**src/rtl/div32_seq_if.sv**
```systemverilog
// div32_seq_if: start/busy/done handshake with operand and result lines for div32_seq.
interface div32_seq_if #(parameter int WIDTH = 32);
    logic             start;
    logic             sgn;
    logic [WIDTH-1:0] dividend;
    logic [WIDTH-1:0] divisor;
    logic             busy;
    logic             done;
    logic [WIDTH-1:0] quotient;
    logic [WIDTH-1:0] remainder;
    logic             dz;
    modport master (output start, sgn, dividend, divisor, input busy, done, quotient, remainder, dz);
    modport slave (input start, sgn, dividend, divisor, output busy, done, quotient, remainder, dz);
endinterface

```
**src/rtl/div32_seq.sv**
```systemverilog
// div32_seq: multi-cycle restoring divider, quotient to LO and remainder to HI.
// Signed DIV (abs on entry, negation at FIX) is built only when DIV_SIGNED_EN is defined.
module div32_seq #(parameter int WIDTH = 32) (
    input logic        clk,
    input logic        rst,
    div32_seq_if.slave bus
);
    typedef enum logic [1:0] {IDLE, CALC, FIX} state_e;
    state_e           state_q, state_d;
    logic [5:0]       cnt_q, cnt_d;
    logic [WIDTH-1:0] rem_q, rem_d, q_q, q_d, dsr_q, dsr_d;
    logic [WIDTH-1:0] quo_q, quo_d, rmd_q, rmd_d;
    logic             dz_q, dz_d, done_q, done_d;
    logic [WIDTH-1:0] mag_dvd, mag_dsr, fix_q, fix_r;
    logic [WIDTH:0]   trial;
    logic             accept;
    assign accept = state_q == IDLE && bus.start;
    assign trial = {rem_q, q_q[WIDTH-1]} - {1'b0, dsr_q};
`ifdef DIV_SIGNED_EN
    logic neg_q_q, neg_r_q, s_dvd, s_dsr;
    assign s_dvd = bus.sgn & bus.dividend[WIDTH-1];
    assign s_dsr = bus.sgn & bus.divisor[WIDTH-1];
    assign mag_dvd = s_dvd ? -bus.dividend : bus.dividend;
    assign mag_dsr = s_dsr ? -bus.divisor : bus.divisor;
    assign fix_q = neg_q_q ? -q_q : q_q;
    assign fix_r = neg_r_q ? -rem_q : rem_q;
    always_ff @(posedge clk or posedge rst) begin
        if (rst) begin
            neg_q_q <= 1'b0;
            neg_r_q <= 1'b0;
        end else if (accept) begin
            neg_q_q <= s_dvd ^ s_dsr;
            neg_r_q <= s_dvd;
        end
    end
`else
    logic unused_sgn;
    assign unused_sgn = bus.sgn;
    assign mag_dvd = bus.dividend;
    assign mag_dsr = bus.divisor;
    assign fix_q = q_q;
    assign fix_r = rem_q;
`endif
    always_comb begin
        state_d = state_q;
        cnt_d = cnt_q;
        rem_d = rem_q;
        q_d = q_q;
        dsr_d = dsr_q;
        quo_d = quo_q;
        rmd_d = rmd_q;
        dz_d = dz_q;
        done_d = 1'b0;
        case (state_q)
            IDLE: if (accept) begin
                state_d = CALC;
                cnt_d = 6'(WIDTH);
                rem_d = '0;
                q_d = mag_dvd;
                dsr_d = mag_dsr;
            end
            CALC: begin
                rem_d = trial[WIDTH] ? {rem_q[WIDTH-2:0], q_q[WIDTH-1]} : trial[WIDTH-1:0];
                q_d = {q_q[WIDTH-2:0], ~trial[WIDTH]};
                cnt_d = cnt_q - 6'd1;
                state_d = cnt_q == 6'd1 ? FIX : CALC;
            end
            FIX: begin
                state_d = IDLE;
                done_d = 1'b1;
                dz_d = dsr_q == '0;
                quo_d = dz_d ? '1 : fix_q;
                // With a zero divisor rem holds |dividend|; re-applying its sign restores the raw bits
                rmd_d = fix_r;
            end
            default: state_d = IDLE;
        endcase
    end
    always_ff @(posedge clk or posedge rst) begin
        if (rst) begin
            state_q <= IDLE;
            cnt_q <= '0;
            rem_q <= '0;
            q_q <= '0;
            dsr_q <= '0;
            quo_q <= '0;
            rmd_q <= '0;
            dz_q <= 1'b0;
            done_q <= 1'b0;
        end else begin
            state_q <= state_d;
            cnt_q <= cnt_d;
            rem_q <= rem_d;
            q_q <= q_d;
            dsr_q <= dsr_d;
            quo_q <= quo_d;
            rmd_q <= rmd_d;
            dz_q <= dz_d;
            done_q <= done_d;
        end
    end
    assign bus.busy = state_q != IDLE;
    assign bus.done = done_q;
    assign bus.quotient = quo_q;
    assign bus.remainder = rmd_q;
    assign bus.dz = dz_q;
endmodule
```
**src/flat_wrapper.sv**
```systemverilog
// flat-port wrapper written by rule: the top's interface ports become plain ports
module div32_seq_flat 
#(parameter int WIDTH = 32)
  (clk, rst, bus_start, bus_sgn, bus_dividend, bus_divisor, bus_busy, bus_done, bus_quotient, bus_remainder, bus_dz);
  div32_seq_if #(.WIDTH(WIDTH)) bus_i ();
  input logic clk;
  input logic rst;
  input wire logic [$bits(bus_i.start)-1:0] bus_start;
  input wire logic [$bits(bus_i.sgn)-1:0] bus_sgn;
  input wire logic [$bits(bus_i.dividend)-1:0] bus_dividend;
  input wire logic [$bits(bus_i.divisor)-1:0] bus_divisor;
  output wire logic [$bits(bus_i.busy)-1:0] bus_busy;
  output wire logic [$bits(bus_i.done)-1:0] bus_done;
  output wire logic [$bits(bus_i.quotient)-1:0] bus_quotient;
  output wire logic [$bits(bus_i.remainder)-1:0] bus_remainder;
  output wire logic [$bits(bus_i.dz)-1:0] bus_dz;
  assign bus_i.start = bus_start;
  assign bus_i.sgn = bus_sgn;
  assign bus_i.dividend = bus_dividend;
  assign bus_i.divisor = bus_divisor;
  assign bus_busy = bus_i.busy;
  assign bus_done = bus_i.done;
  assign bus_quotient = bus_i.quotient;
  assign bus_remainder = bus_i.remainder;
  assign bus_dz = bus_i.dz;
  div32_seq #(.WIDTH(WIDTH)) u_core (.clk(clk), .rst(rst), .bus(bus_i));
endmodule
```
**config.mk**
```make
export PLATFORM = sky130hd
export DESIGN_NAME = div32_seq_flat
export DESIGN_NICKNAME = d
export VERILOG_FILES = /design/src/rtl/div32_seq_if.sv /design/src/rtl/div32_seq.sv /design/src/flat_wrapper.sv
export SDC_FILE = /design/constraint.sdc
export NUM_CORES = 1
export LEC_CHECK = 0
export ABC_AREA = 1
export CORE_ASPECT_RATIO = 0.7
export CORE_MARGIN = 1
export CORE_UTILIZATION = 55
export CTS_CLUSTER_DIAMETER = 40
export DETAILED_ROUTE_END_ITERATION = 7
export GPL_ROUTABILITY_DRIVEN = 0
export PLACE_DENSITY = 0.8
export SETUP_SLACK_MARGIN = 0.5
export SYNTH_ARGS = -nofsm -noshare
export SYNTH_HDL_FRONTEND = slang
export SYNTH_SLANG_ARGS = --single-unit
```
**constraint.sdc**
```tcl
create_clock -name clk -period 7.9 [get_ports clk]
set_clock_uncertainty 0.2 [all_clocks]
set_input_delay 1.185 -clock clk [delete_from_list [all_inputs] [get_ports clk]]
set_output_delay 1.185 -clock clk [all_outputs]
set_load 0.01 [all_outputs]
```
# After elaboration in Yosys (flattened, before gate mapping)
# Index checks and enable logic that the tools add are counted.
dict set report word_totals {
  ff_bits 170
  out_inout_bits 67
  word_cells 35
}
dict set report op_classes {
  n_eq_ne 4
  add_sub_neg 2
  reduce_logical 7
  n_bitwise 1
  mux 12
}
# op count
set ops {}
lappend ops {{$mux W32} 4}
lappend ops {{$pmux W32 S2} 2}
lappend ops {{$sub A33 B32 Y33} 1}
lappend ops {{$logic_not A32 Y1} 1}
lappend ops {{$pmux W6 S2} 1}
lappend ops {{$eq A6 B1 Y1 const B} 1}
lappend ops {{$mux W6} 1}
lappend ops {{$sub A6 B1 Y6 const B} 1}
lappend ops {{$mux W2} 2}
lappend ops {{$pmux W2 S2} 1}
lappend ops {{$reduce_and A2 Y1} 2}
lappend ops {{$reduce_bool A2 Y1} 2}
lappend ops {{$eq A2 B1 Y1 const B} 1}
lappend ops {{$eq A2 B2 Y1 const B} 1}
lappend ops {{$logic_not A2 Y1} 1}
lappend ops {{$ne A2 B1 Y1 const B} 1}
lappend ops {{$logic_and A1 B1 Y1} 1}
lappend ops {{$mux W1} 1}
lappend ops {{$not A1 Y1} 1}

# Logic depth before layout (Yosys ltp)
dict set report depth {
  depth_word 4
  depth_mapped 19
}

# Least setup slack after synthesis
# No wires, ideal clock.
dict set report synth_path {
  path_type {input port to flip-flop}
  start {input bus_start}
  end {register u_core.rem_q[0] (netlist: u_core.fix_r[0])}
  t_arrival_ns 2.182
  path_slack_ns 5.452
  path_stages 7
  n_path_buf 2
  path_cell_list {nand2_2 clkinv_1 nor2_2 buf_2 clkbuf_1 nand2_1 nand2_1}
}
dict set report synth_via {
  elab_chain_cells 3
}
# item line_no
set synth_rtl {}
lappend synth_rtl {{start: declaration} flat_wrapper.sv:8} ;# input wire logic [$bits(bus_i.start)-1:0] bus_start;
lappend synth_rtl {{$logic_and A1 B1 Y1} div32_seq.sv:17} ;# assign accept = state_q == IDLE && bus.start;
lappend synth_rtl {{$ne A2 B1 Y1 (no line)} n/a}
lappend synth_rtl {{$reduce_and A2 Y1 (no line)} n/a}
lappend synth_rtl {{end signal: assignment} div32_seq.sv:93} ;# rem_q <= rem_d;
lappend synth_rtl {{end: declaration} div32_seq.sv:11} ;# logic [WIDTH-1:0] rem_q, rem_d, q_q, q_d, dsr_q, dsr_d;
# No other way between the ends.
# A chain may end at the register's enable or synchronous reset.

# Worst setup path after layout
dict set report layout_path {
  start {input bus_start}
  end {register u_core.q_q[11] (netlist: u_core.fix_q[11])}
}
dict set report layout_via {
  elab_chain_cells 3
}
# item line_no
set layout_rtl {}
lappend layout_rtl {{$logic_and A1 B1 Y1} div32_seq.sv:17}
lappend layout_rtl {{$ne A2 B1 Y1 (no line)} n/a}
lappend layout_rtl {{$reduce_and A2 Y1 (no line)} n/a}
lappend layout_rtl {{end signal: assignment} div32_seq.sv:94} ;# q_q <= q_d;
lappend layout_rtl {{end: declaration} div32_seq.sv:11}
# No other way between the ends.

==> metrics <==
top-area cell type share of the netlist area=roughly 44%; Synth area leaders=dfrtp_1, nand2_1, inv_1; Peak VDD IR=between 0.0001 and 0.00015 V; grt ovf=0; Rows=40; fillers=~1,400; first-pass GRT wire length=approximately 40,000 um; die area=around 18,000 um^2; CTS tree=done; register area=4250 um^2; Setup Fix Bufs, Post-CTS=0; fin crit share=between 30% and 40%; clk sink count=170; Synth Cell Area=9630 um^2; Power, Total=approximately 1700 uW; post-CTS resize count=0; Die H=about 110 um; relative slew slack=a little under a quarter; largest net degree at the start of global routing=slightly above 100; Nets=about 1,600; Pins Over Slew Limit=0; Hold-fix buffers, CTS=0; Reg clk slew, reported paths=around 0.070 ns; Starting Density=a little under three fifths; Clock Latency Late Sink=0.44 ns; fin util=about two thirds; hold_sp=u_core.bus.remainder[30]$_DFFE_PP0P_; commonest cells in the netlist=nand2_1, inv_1, dfrtp_1; Most used DFF post-synth=dfrtp_1; Finished Layout Cells=1,697; Placed Instances=1,665; Routed WL per cell=14.4 um; drt first-iter violations=888; status=finished, final reports clean; drt first pass iters=5; CP Class=input pin to register; HP Class=register to register; Vias/cell=5.21; vias in the first global route=8,151; cells after synthesis=~1,300; setup tns final=0 ns; H-tree depth=4; Setup-failing EPs final=0; Post-Route WL=~24,000 um; number of synthesized flops with an enable pin=0; # DRC=0; layout cell share with drive strength beyond 1=roughly 4.8%; Worst Path Required=approximately 8 ns; Final Hold Vio Count=0; Mapped Avg Cell Area=approximately 7 um^2; Yosys top cell by area=dfrtp_1; Final min period=slightly above 3 ns; Distinct cells, synth=36; diode count=0; initial antenna violation count=0; CP arrival=between 3 and 4 ns; detailed placement HPWL=roughly 17,000 um; Lkg Pwr=approximately 0.0063 uW; chip width=between 150 and 200 um; CP max FO=97; multi-input logic area=around 4400 um^2; RR Startpoint=u_core.fix_q[31]$_DFFE_PP0P_; ys async rst share=100%; Root Buffer=clkbuf_16; I/O Buffers=133; CP startpoint kind=input pin; Clock Tree Buf Depth=2; fmax=323 MHz; GRT Total Usage=~28%; Least-Margin Pin Slew=between 1 and 1.5 ns; synth warn=0; core area=17,100 um^2; Max-Cap Viols=0; Mapped Nets=1,442; Synth Register Bits=170; Setup crit start=bus_start; RSZ-0062 raised after global routing=false; DRT antenna net count=0; Pwr Density=~150 nW/um^2; Area growth syn-to-layout=21.3%; I/O pin count=135; count leader, synth=nand2_1; register area share after synthesis=44.2%; crit end category=register; Num CTS Buffers=17; vias=between 8,000 and 9,000
cell type report:
cell class	instances	share of cell area, %
clock buffer	17	3.64
clock inverter	15	1.33
inverter	208	6.73
multi-input combinational	917	37.6
sequential	170	36.4
tap	231	2.48
timing repair buffer	139	11.8
registers in the layout, indices dropped and copies added (netlist names):
register and count:
u_core.bus.remainder 32, u_core.fix_q 32, u_core.bus.dz 1, u_core.state_q 2, u_core.cnt_q 6, u_core.fix_r 32
u_core.bus.quotient 32, u_core.dsr_q 32, u_core.bus.done 1
final timing paths:
kind,to,slack (ns),cells past startpoint
setup / recovery,u_core.fix_q[11]$_DFFE_PP0P_,4.80,7
hold / removal,u_core.bus.remainder[30]$_DFFE_PP0P_,0.28,2
setup reg to reg,u_core.fix_r[27]$_DFFE_PP0P_,4.83,17
hold reg to reg,u_core.bus.remainder[30]$_DFFE_PP0P_,0.28,2
max in group asynchronous,u_core.dsr_q[22]$_DFFE_PP0P_,4.95,3
min in group asynchronous,u_core.fix_q[12]$_DFFE_PP0P_,1.14,2
per-stage QoR:
step           hold slack (ns)  cell area (um^2)  setup WS (ns)
4_1_cts                  0.286             11700           4.82
2_1_floorplan            0.253              9630           1.91
3_5_place_dp             0.268             11100           4.37
6_report                 0.278             11700           4.80
3_3_place_gp             0.259             11100           4.41
5_1_grt                  0.303             11700           4.58
metal layers:
layer | global-route usage (%) | part of all wire [%] | vias up | wire (um)
met5 | 0 | 0 | - | 0
met3 | 6.45 | 8.1 | 41 | 1990
met4 | 7.94 | 1.6 | 0 | 384
li1 | - | - | 4383 | -
met2 | 40.2 | 42 | 325 | 10200
met1 | 42.9 | 49 | 4099 | 11900
cell usage in the layout, fill, tap and decap left out, types with 17 or more instances in the layout:
cell and count:
nor2_1 77, o21ai_0 92, nand3_1 65, clkbuf_16 17, nand2_1 510, inv_1 204, ha_1 34, o211ai_1 17
dfrtp_1 170, a21oi_1 23, nand2_2 20, clkdlybuf4s50_1 133
power breakdown:
group          switching [uW]  leakage (uW)  internal, uW
registers                   0       0.00196           870
clock network             403      0.000278           420
logic                    21.8       0.00406          28.7
total                     425       0.00629          1320
kinds of logic after synthesis:
family | Yosys count | share of synthesized area [%]
multiplexers | 2 | 0.208
flip-flops | 170 | 44.2
XOR/XNOR | 15 | 1.36
buffers and inverters | 252 | 10.4
AND/OR/NAND/NOR | 712 | 30.3
AO/OA/AOI/OAI | 153 | 8.94
adder cells (fa/ha/maj) | 35 | 4.63
worst max-delay path, stage by stage:
cell	delay, ns
clkdlybuf4s50_1	0.47
nand2_2	0.11
inv_2	0.07
buf_4	0.72
nor2_4	0.03
inv_1	0.42
o21ai_0	0.17
Note: power is estimated with default switching activity, not from simulation.
